### config.mk
export PLATFORM = sky130hd
export DESIGN_NAME = sum_bcd_converter
export DESIGN_NICKNAME = d
export VERILOG_FILES = /design/src/rtl/sum_bcd_converter.sv
export SDC_FILE = /design/constraint.sdc
export NUM_CORES = 1
export LEC_CHECK = 0
export ABC_CLOCK_PERIOD_IN_PS = 1500
export BUFFER_PORTS_ARGS = -buffer_cell sky130_fd_sc_hd__buf_2
export CORE_ASPECT_RATIO = 0.5
export CORE_MARGIN = 2
export CORE_UTILIZATION = 51
export DETAILED_ROUTE_END_ITERATION = 8
export PLACE_DENSITY_LB_ADDON = 0.25
export SETUP_SLACK_MARGIN = 0.02
export SLEW_MARGIN = 15
export SYNTH_ARGS = -nofsm -noshare
export SYNTH_HDL_FRONTEND = slang
export SYNTH_SLANG_ARGS = --single-unit
### constraint.sdc
create_clock -name clk -period 1.5 [get_ports clk]
set_clock_uncertainty 0.05 [all_clocks]
set_input_delay 0.075 -clock clk [delete_from_list [all_inputs] [get_ports clk]]
set_output_delay 0.075 -clock clk [all_outputs]
set_load 0.02 [all_outputs]
### src/rtl/sum_bcd_converter.sv
// -----------------------------------------------------------------------------
// sum_bcd_converter
//
// Converts the 14-bit binary adder result into packed BCD for the decimal
// display path. This is an iterative double-dabble (shift-and-add-3) converter
// that processes one input bit per clock.
//
// Optional feature macro: SUM_BCD_BLANK_EN
//   When it is defined, the block adds a digit_en output. That output is used
//   to blank leading zeros on the display.
//
// Handshake rule, used on both sides:
//   A transfer happens on a rising clk edge where valid and ready are both 1.
//   - Input side: in_ready is high only in IDLE. Upstream keeps in_valid and
//     in_data steady until the transfer. in_data is sampled only on the
//     accepting edge.
//   - Output side: out_valid is high only in DONE. bcd (and digit_en) stay
//     stable until the edge where out_ready is 1.
//
// Ports:
//   clk        rising-edge clock
//   rst        asynchronous, active-high reset
//   in_data    [WIDTH-1:0]     unsigned binary value from the adder
//   in_valid   in_data is valid
//   in_ready   converter can accept (IDLE)
//   bcd        [4*DIGITS-1:0]  packed BCD; digit 0 (units) in bits [3:0]
//   out_valid  bcd holds a finished conversion (DONE)
//   out_ready  consumer takes bcd
//   busy       conversion in progress (SHIFT)
//   digit_en   [DIGITS-1:0]    (SUM_BCD_BLANK_EN only) digit i is displayed
//
// FSM state is observable via the decoded outputs: in_ready (IDLE),
// busy (SHIFT), out_valid (DONE). Exactly one of them is high at any time.
// -----------------------------------------------------------------------------
module sum_bcd_converter #(
  parameter int WIDTH  = 14,
  parameter int DIGITS = 5
) (
  input  logic                  clk,
  input  logic                  rst,
  input  logic [WIDTH-1:0]      in_data,
  input  logic                  in_valid,
  output logic                  in_ready,
  output logic [4*DIGITS-1:0]   bcd,
  output logic                  out_valid,
  input  logic                  out_ready,
  output logic                  busy
`ifdef SUM_BCD_BLANK_EN
  ,
  output logic [DIGITS-1:0]     digit_en
`endif
);

  // Shift register layout: {BCD field (4*DIGITS bits), binary field (WIDTH bits)}
  localparam int SW = 4 * DIGITS + WIDTH;
  localparam int CW = (WIDTH > 1) ? $clog2(WIDTH) : 1;
  localparam logic [CW-1:0] LAST_CNT = CW'(WIDTH - 1);

  localparam logic [1:0] ST_IDLE  = 2'd0;
  localparam logic [1:0] ST_SHIFT = 2'd1;
  localparam logic [1:0] ST_DONE  = 2'd2;

  logic [1:0]          state_q, state_d;
  logic [SW-1:0]       shift_q, shift_d;
  logic [CW-1:0]       cnt_q, cnt_d;
  logic [4*DIGITS-1:0] bcd_q, bcd_d;

  logic [SW-1:0]       adj;
  logic [SW-1:0]       shifted;
  logic [4*DIGITS-1:0] res_bcd;
  logic                load_result;

  // Add-3 correction. Every nibble is tested on its pre-adjust value, so all
  // digits are corrected in parallel before the single left shift.
  always_comb begin
    adj = shift_q;
    for (int i = 0; i < DIGITS; i++) begin
      if (shift_q[WIDTH+4*i +: 4] >= 4'd5) begin
        adj[WIDTH+4*i +: 4] = shift_q[WIDTH+4*i +: 4] + 4'd3;
      end
    end
  end

  assign shifted     = adj << 1;
  assign res_bcd     = shifted[SW-1 -: 4*DIGITS];
  // The last shift happens on the edge where the counter reads WIDTH-1.
  assign load_result = (state_q == ST_SHIFT) && (cnt_q == LAST_CNT);

  always_comb begin
    state_d = state_q;
    shift_d = shift_q;
    cnt_d   = cnt_q;
    bcd_d   = bcd_q;
    case (state_q)
      ST_IDLE: begin
        if (in_valid) begin
          shift_d = {{(4*DIGITS){1'b0}}, in_data};
          cnt_d   = '0;
          state_d = ST_SHIFT;
        end
      end
      ST_SHIFT: begin
        shift_d = shifted;
        cnt_d   = cnt_q + 1'b1;
        if (load_result) begin
          bcd_d   = res_bcd;
          state_d = ST_DONE;
        end
      end
      ST_DONE: begin
        if (out_ready) begin
          state_d = ST_IDLE;
        end
      end
      default: state_d = ST_IDLE;
    endcase
  end

  always_ff @(posedge clk or posedge rst) begin
    if (rst) begin
      state_q <= ST_IDLE;
      shift_q <= '0;
      cnt_q   <= '0;
      bcd_q   <= '0;
    end else begin
      state_q <= state_d;
      shift_q <= shift_d;
      cnt_q   <= cnt_d;
      bcd_q   <= bcd_d;
    end
  end

  assign in_ready  = (state_q == ST_IDLE);
  assign busy      = (state_q == ST_SHIFT);
  assign out_valid = (state_q == ST_DONE);
  assign bcd       = bcd_q;

`ifdef SUM_BCD_BLANK_EN
  logic [DIGITS-1:0] digit_en_q, digit_en_d;
  logic [DIGITS-1:0] en_new;
  logic              seen_nz;

  // Scan from the most significant digit downward. A digit is shown once any
  // digit at or above it is nonzero. The units digit is always shown, so the
  // value zero still displays as "0".
  always_comb begin
    seen_nz = 1'b0;
    en_new  = '0;
    for (int i = DIGITS - 1; i >= 0; i--) begin
      seen_nz   = seen_nz | (res_bcd[4*i +: 4] != 4'd0);
      en_new[i] = seen_nz;
    end
    en_new[0] = 1'b1;
  end

  always_comb begin
    digit_en_d = digit_en_q;
    if (load_result) begin
      digit_en_d = en_new;
    end
  end

  always_ff @(posedge clk or posedge rst) begin
    if (rst) begin
      digit_en_q <= {{(DIGITS-1){1'b0}}, 1'b1};
    end else begin
      digit_en_q <= digit_en_d;
    end
  end

  assign digit_en = digit_en_q;
`endif

endmodule
-- Yosys cells after proc, flatten, opt, wreduce, memory -nomap -nowiden
Cells that the tools add are included.
- add/sub/neg operators: 6
- order comparisons: 5
- equality and inequality tests: 6
- multiplexer cells: 13
- reductions and logical operators: 6
- operator list (cell ; number):
    $pmux W34 S2 ; 1
    $mux W34 ; 1
    $ge A4 B3 Y1 const B ; 5
    $mux W4 ; 5
    $add A4 B2 Y4 const B ; 4
    $pmux W4 S2 ; 1
    $mux W2 ; 3
    $pmux W2 S3 ; 1
    $add A4 B1 Y4 const B ; 1
    $eq A4 B4 Y1 const B ; 1
    $ne A2 B1 Y1 const B ; 2
    $reduce_and A2 Y1 ; 2
    $add A3 B2 Y3 const B ; 1
    $mux W3 ; 1
    $reduce_and A3 Y1 ; 1
    $eq A2 B1 Y1 const B ; 1
    $eq A2 B2 Y1 const B ; 1
    $logic_not A2 Y1 ; 1
    $ne A2 B2 Y1 const B ; 1
    $reduce_bool A2 Y1 ; 1
    $logic_and A1 B1 Y1 ; 1
- register bits: 60
- input port bits: 18
- word-level logic and storage cells: 40

-- Depth between registers and ports, before layout
Gate-level depths: netlist of the first run.
- depth in word-level cells: 4
- mapped depth: 8

-- Worst setup path after synthesis of the first run
No wires, ideal clock.
- path type: reg2reg
- from: register shift_q[22]
- to: register bcd_q[10], in the netlist bcd[10]
- library setup time: 0.125 ns
- arrival: 1.357 ns
- data required time: 1.325 ns
- path slack: -0.032 ns
- cell stages (with the launch flop): 7
- buffers on the path: 0
- clock period less this slack: 1.532 ns
- path through: dfrtp_1 inv_1 ha_1 nand2b_1 a21oi_1 mux2i_1 mux2_2
- longest elaborated chain between the ends: 2
- elaborated cells between the ends (all ways): 3
- classes of those cells: add/sub: 1; order compare: 1; mux: 1
- RTL lines (element ; RTL line ; source):
    from (decl) ; 64 ; logic [SW-1:0] shift_q, shift_d;
    from (signal assigned) ; 127 ; shift_q <= shift_d;
    $add A4 B2 Y4 / $ge A4 B3 Y1 (equally long branches) ; 79, 78 ;
    $mux W4 * ; 78 ; if (shift_q[WIDTH+4*i +: 4] >= 4'd5) begin
    to (signal assigned) ; 124 ; bcd_q <= '0;
    to (signal assigned) ; 129 ; bcd_q <= bcd_d;
    to (decl) ; 66 ; logic [4*DIGITS-1:0] bcd_q, bcd_d;
Mark *: on every way between the ends. The rest lies on a longest branch, timed or not.
A chain may end at the register's enable or synchronous reset.

-- Worst setup path after layout of the first run
- from: register shift_q[22]
- to: register shift_q[24]
- longest elaborated chain between the ends: 3
- elaborated cells between the ends (all ways): 4
- classes of those cells: add/sub: 1; order compare: 1; mux: 2
- RTL lines (element ; RTL line ; source):
    $add A4 B2 Y4 / $ge A4 B3 Y1 (equally long branches) ; 79, 78 ;
    $mux W4 * ; 78 ;
    $pmux W34 S2 * ; 94 ; case (state_q)
Marks and branches as above.

==> impl_metrics.ini, run 1 <==
[critical_path]
startpoint_type = register
reg2reg_depth = 5
cp-end-kind = register
rr_startpoint = shift_q[22]$_DFFE_PP0P_
crit_type = register to register
critPathArrivalTime_ns = 1.81
cp_max_fo = 4
r2r_setup_slack_ns = -0.1
r2r-end = shift_q[24]$_DFFE_PP0P_
cp.required_ns = 1.71

[route]
first_iter_violations = 143
ant_nets = 0
firstDrtPassIters = 5
routed_wl_um = 7635
viasPerCell = 5.715
drc = 0
via_count = 2589
detail_route.wl_per_cell_um = 16.85

[timing]
fmax_mhz = 626.8
fin_setup_tns_ns = -0.3331
hold_viol_final = 0
whs_ns = 0.004657
fin_crit_sh = 1.064
worst_slack_ns = -0.09530
setup_violations = 5
rsz0062_at_grt = yes
maxSlewViolCount = 0
worst_slew_pin_slew_ns = 0.3195
fin_crit_ns = 1.595
slew_headroom = 0.7847

[clocking]
tritoncts = built
clock_path_buffers = 2
cts.clk_slew.worst_paths_ns = 0.05
clk_latency_ns = 0.33
cts_sinks = 60
cts_made_buffers = 9
h-tree-depth = 3
cts_root_buffer = clkbuf_16

[cells_and_area]
fillers = 360
seq_area_mm2 = 0.001506
fin_nets = 406
multi_input_comb_area_mm2 = 0.001600
syn2layout_area_growth_pct = 42.10
final_cell_mix = dfrtp_1, buf_2, nand2_1, o21ai_0, buf_4
layout-drive-gt1-share = 0.3789
antenna_cells = 0
layout_commonest_cell = dfrtp_1

[global_route]
grt_max_degree = 61
grt_pass1_wl_um = 11630
grt-ovfl-total = 0
grt_antenna_before_repair = 0
grt.total_usage = 0.2368
grt_pass1_vias = 2488

[die]
die_w_um = 111.6
initial_core_util = 0.5333
core_area_mm2 = 0.005539
rows = 19
top_level_ports = 41
dieArea_mm2 = 0.006454
die_y_um = 57.82

[synthesis]
synth_cells = 298
synth.yosys.seq_area_share = 0.5083
synth_cell_types = 29
syn_area_mm2 = 0.002954
syn_nets = 328
ys_ff_latch = 60
synth-warning-count = 0
syn_avg_cell_area_um2 = 9.913

[worst_hold_path]
hold_class = input pin to register
hold_depth = 3
hold_start = in_data[7]
min_to = shift_q[7]$_DFFE_PP0P_

[power]
ir_worst_vdd_mv = 1.428
p_per_area_mw_per_mm2 = 2517
leakage_nw = 1.902

[run]
drv_cap = 0

[placement]
dp_hpwl_um = 4331
gp_congestion = 0.7870
portBuffers = 40
pre_cts_slack_ns = -0.06532

[run_status]
violations = negative setup slack
outcome = complete, but fails checks
-- how the worst max path moves through the flow --
stage | start | endpoint | slack, ns | cells past startpoint
after floorplan | shift_q[22]$_DFFE_PP0P_ | bcd[10]$_DFFE_PP0P_ | 0.03 | 6
after global placement | shift_q[26]$_DFFE_PP0P_ | bcd[14]$_DFFE_PP0P_ | 0.02 | 5
after detailed placement | shift_q[22]$_DFFE_PP0P_ | bcd[10]$_DFFE_PP0P_ | -0.07 | 6
after CTS | shift_q[22]$_DFFE_PP0P_ | shift_q[24]$_DFFE_PP0P_ | 0.02 | 5
after global routing | shift_q[27]$_DFFE_PP0P_ | bcd[14]$_DFFE_PP0P_ | -0.11 | 6
final | shift_q[22]$_DFFE_PP0P_ | shift_q[24]$_DFFE_PP0P_ | -0.1 | 5
-- cells in the mapped netlist --
library cell / number / area, um^2
a22oi_1: 13 / 97.59
buf_6: 3 / 33.78
nor3_1: 6 / 30.03
a22o_1: 9 / 78.83
clkinv_1: 1 / 3.750
o21bai_1: 1 / 7.510
buf_2: 6 / 30.03
nor2_1: 1 / 3.750
nor2b_1: 15 / 93.84
buf_4: 1 / 7.510
mux2_2: 6 / 67.56
buf_1: 1 / 3.750
a21o_1: 1 / 7.510
mux2i_1: 6 / 60.06
dfrtp_1: 60 / 1501
a41oi_1: 1 / 8.760
nor3b_1: 9 / 67.56
inv_1: 13 / 48.80
nand3_1: 7 / 35.03
a21oi_1: 28 / 140.1
nand2b_1: 8 / 50.05
nand2_1: 32 / 120.1
or2_1: 1 / 6.260
o21ai_1: 9 / 45.04
nor2_2: 1 / 6.260
o21ai_0: 38 / 190.2
xnor2_1: 5 / 43.79
clkbuf_1: 4 / 15.01
ha_1: 12 / 150.1
-- flip-flops by register name, indices dropped and copies added (netlist names) --
register  count
bcd          20
cnt_q         4
shift_q      34
state_q       2
-- report_power, final --
part | internal [W] | switching [W] | leakage (nW)
Sequential | 0.00232 | 0.000726 | 0.763
Clock | 0.00165 | 0.000708 | 0.168
Combinational | 0.00250 | 0.00266 | 0.971
-- critical path, cell delays in order (launching register included) --
cell and delay [ns]:
dfrtp_2 0.47, ha_4 0.19, nand2b_4 0.16, a21oi_4 0.18, mux2i_1 0.28, a22o_1 0.20
-- per-stage QoR --
stage	total power [W]	instance area, um^2	cells	utilization
global placement	0.006523	3398	417	0.6135
floorplan	0.005477	2977	298	-
finish	0.01056	4198	453	0.7579
detailed placement	0.006777	3398	417	0.6135
CTS	0.009673	3963	444	0.7154
global route	0.01117	4198	453	0.7579
-- layer usage --
layer / vias to the layer above / track usage / share of wire
met5: - / 0 / 0
li1: 1209 / - / -
met1: 1272 / 0.2705 / 0.41
met4: 0 / 0.08289 / 0.021
met2: 86 / 0.4199 / 0.51
met3: 22 / 0.08891 / 0.056
-- layout make-up --
class | count | share of cell area
multi-input cells | 209 | 0.3812
flip-flops and latches | 60 | 0.3589
repair buffers | 82 | 0.1434
clock buffers | 10 | 0.05693
clock inverters | 5 | 0.02384
well taps | 73 | 0.02176
inverters | 14 | 0.01401
-- repair_timing --
item	4_1_cts	5_1_grt
buffers inserted	5	9
hold buffers	7	0
endpoints found under the setup margin	25	32
endpoints found under the hold margin	66	0
gates resized for setup	30	41
pin swaps	7	13
-- cells by family (layout without fill, tap and decap cells) --
logic type      Yosys count  after routing  share of synthesized area
compound gates          100            100                     0.1948
simple gates             80             80                     0.1398
flops                    60             60                     0.5083
buf+inv                  29            111                    0.04828
fa+ha+maj                12             12                    0.05082
mux                      12             12                    0.04320
xor+xnor                  5              5                    0.01482
Power figures use the tool's default switching activity.
==> run 2: changes to the inputs <==
--- a/config.mk
+++ b/config.mk
@@ -7,7 +7,7 @@
 export LEC_CHECK = 0
 export ABC_CLOCK_PERIOD_IN_PS = 1500
 export BUFFER_PORTS_ARGS = -buffer_cell sky130_fd_sc_hd__buf_2
-export CORE_ASPECT_RATIO = 0.5
+export CORE_ASPECT_RATIO = 0.8
 export CORE_MARGIN = 2
 export CORE_UTILIZATION = 51
 export DETAILED_ROUTE_END_ITERATION = 8
==> impl_metrics.ini, run 2 (synthesis gave the netlist of run 1 again) <==
[timing]
worst_slack_ns = -0.04031
fin_crit_sh = 1.027
worst_slew_pin_slew_ns = 0.3969
fin_crit_ns = 1.540
hold_viol_final = 0
maxSlewViolCount = 0
slew_headroom = 0.7326
setup_violations = 2
fmax_mhz = 649.2
rsz0062_at_grt = yes

[global_route]
grt-ovfl-total = 0
grt_pass1_vias = 2320
grt_antenna_before_repair = 0
grt_max_degree = 48
grt_pass1_wl_um = 10650
grt.total_usage = 0.2204

[clocking]
cts_root_buffer = clkbuf_8
cts_sinks = 60
clock_path_buffers = 2
clk_latency_ns = 0.35
cts.clk_slew.worst_paths_ns = 0.06
h-tree-depth = 3
cts_made_buffers = 9
tritoncts = built

[placement]
pre_cts_slack_ns = -0.04052
portBuffers = 40
dp_hpwl_um = 4231
dp_cells = 428
gp_congestion = 0.7321

[cells_and_area]
antenna_cells = 0
largest_reg_flops = 34
final_cells = 469
largest_register = shift_q
final_cell_mix = dfrtp_1, buf_2, o21ai_0, nand2_1, buf_4
fin_nets = 416
layout_commonest_cell = dfrtp_1
syn2layout_area_growth_pct = 39.14
layout-drive-gt1-share = 0.3555

[route]
via_count = 2498
firstDrtPassIters = 4
detail_route.wl_per_cell_um = 14.92
drc = 0
first_iter_violations = 151
ant_nets = 0
viasPerCell = 5.326
routed_wl_um = 6999

[die]
die_y_um = 72.07
core_area_mm2 = 0.005525
initial_core_util = 0.5346
die_w_um = 89.09
dieArea_mm2 = 0.006421
rows = 24
top_level_ports = 41

[critical_path]
critPathMaxStageDelay_ns = 0.37
crit_type = register to register
critPathArrivalTime_ns = 1.78
crit_buf_inv = 1
crit_path_top_delay_cell = dfrtp_1
cp_max_fo = 3
worstPathCellList = inv_2 > ha_2 > nand2b_4 > a21oi_4 > mux2i_1 > mux2_4
critPathTopFamily = multiplexers
cp-end-kind = register
startpoint_type = register
cp.required_ns = 1.74

[run_status]
violations = negative setup slack
outcome = complete, but fails checks

[power]
ir_worst_vdd_mv = 1.041
fin_total_pwr_w = 0.009285
p_per_area_mw_per_mm2 = 2259
leakage_nw = 1.873

[run]
drv_cap = 0

[worst_hold_path]
hold_class = input pin to register
==> run 2: cell count changes in the layout (fill, tap and decap cells not counted), moves of 3 or more <==
| cell | change |
|---|---|
| o21ai_0 | +5 |
| dfrtp_1 | +3 |
| clkbuf_16 | -9 |
| dlygate4sd3_1 | +8 |
| buf_6 | +6 |
| ha_4 | -3 |
| o21ai_1 | -5 |
| bufinv_16 | -3 |
| clkbuf_8 | +11 |
| dfrtp_2 | -3 |
| clkbuf_1 | +3 |
==> run 2: final timing paths <==
check,startpoint,end,slack (ns),cells after the start
max,shift_q[23]$_DFFE_PP0P_,bcd[10]$_DFFE_PP0P_,-0.04,6
min in group asynchronous,rst,bcd[4]$_DFFE_PP0P_,0.19,3
max reg2reg,shift_q[23]$_DFFE_PP0P_,bcd[10]$_DFFE_PP0P_,-0.04,6
max in group asynchronous,rst,shift_q[26]$_DFFE_PP0P_,0.65,4
min,in_data[0],shift_q[0]$_DFFE_PP0P_,0.01,3
min reg2reg,bcd[0]$_DFFE_PP0P_,bcd[0]$_DFFE_PP0P_,0.42,2
==> run 2: layout make-up <==
type                    count  area [um^2]
clock buffers              15        176.4
multi-input cells         209         1573
inverters                  14        58.81
repair buffers             92        696.9
well taps                  78        97.59
fillers                   401         1415
flip-flops and latches     60         1503
clock inverters             1        5.005
==> run 2: metal layers <==
metal / GRT usage / wire [um] / vias up
li1: - / - / 1232
met1: 0.2972 / 3265 / 1210
met2: 0.3251 / 3362 / 47
met3: 0.09215 / 263 / 9
met4: 0.06965 / 107 / 0
met5: 0 / 0 / -
==> run 2: tightest hold or removal path, delay by kind of cell <==
family          cells  cell delay (ns)
buf+inv             1             0.07
compound gates      2             0.21
==> run 2: where the power goes <==
group	switching (W)	internal (W)
clock network	0.000605	0.000734
registers	0.000659	0.00231
logic	0.00253	0.00245
total	0.00379	0.00549
==> run 2: what timing repair did <==
item	CTS	global route
setup endpoints to repair	15	35
hold buffers	15	0
cloned	0	0
gates resized for setup	18	52
hold endpoints to repair	74	0
setup buffers	2	8
pin swaps	5	12
==> run 2: stage by stage <==
stage                 TNS, ns  utilization  area (um^2)  hold slack (ns)
global route          -0.4055       0.7439         4110          0.03097
finish               -0.06646       0.7439         4110          0.01343
floorplan                   0            -         2977           0.1309
global placement            0       0.6175         3412          0.01670
CTS                 -0.004999       0.6904         3815          0.01114
detailed placement   -0.05254       0.6175         3412          0.01478
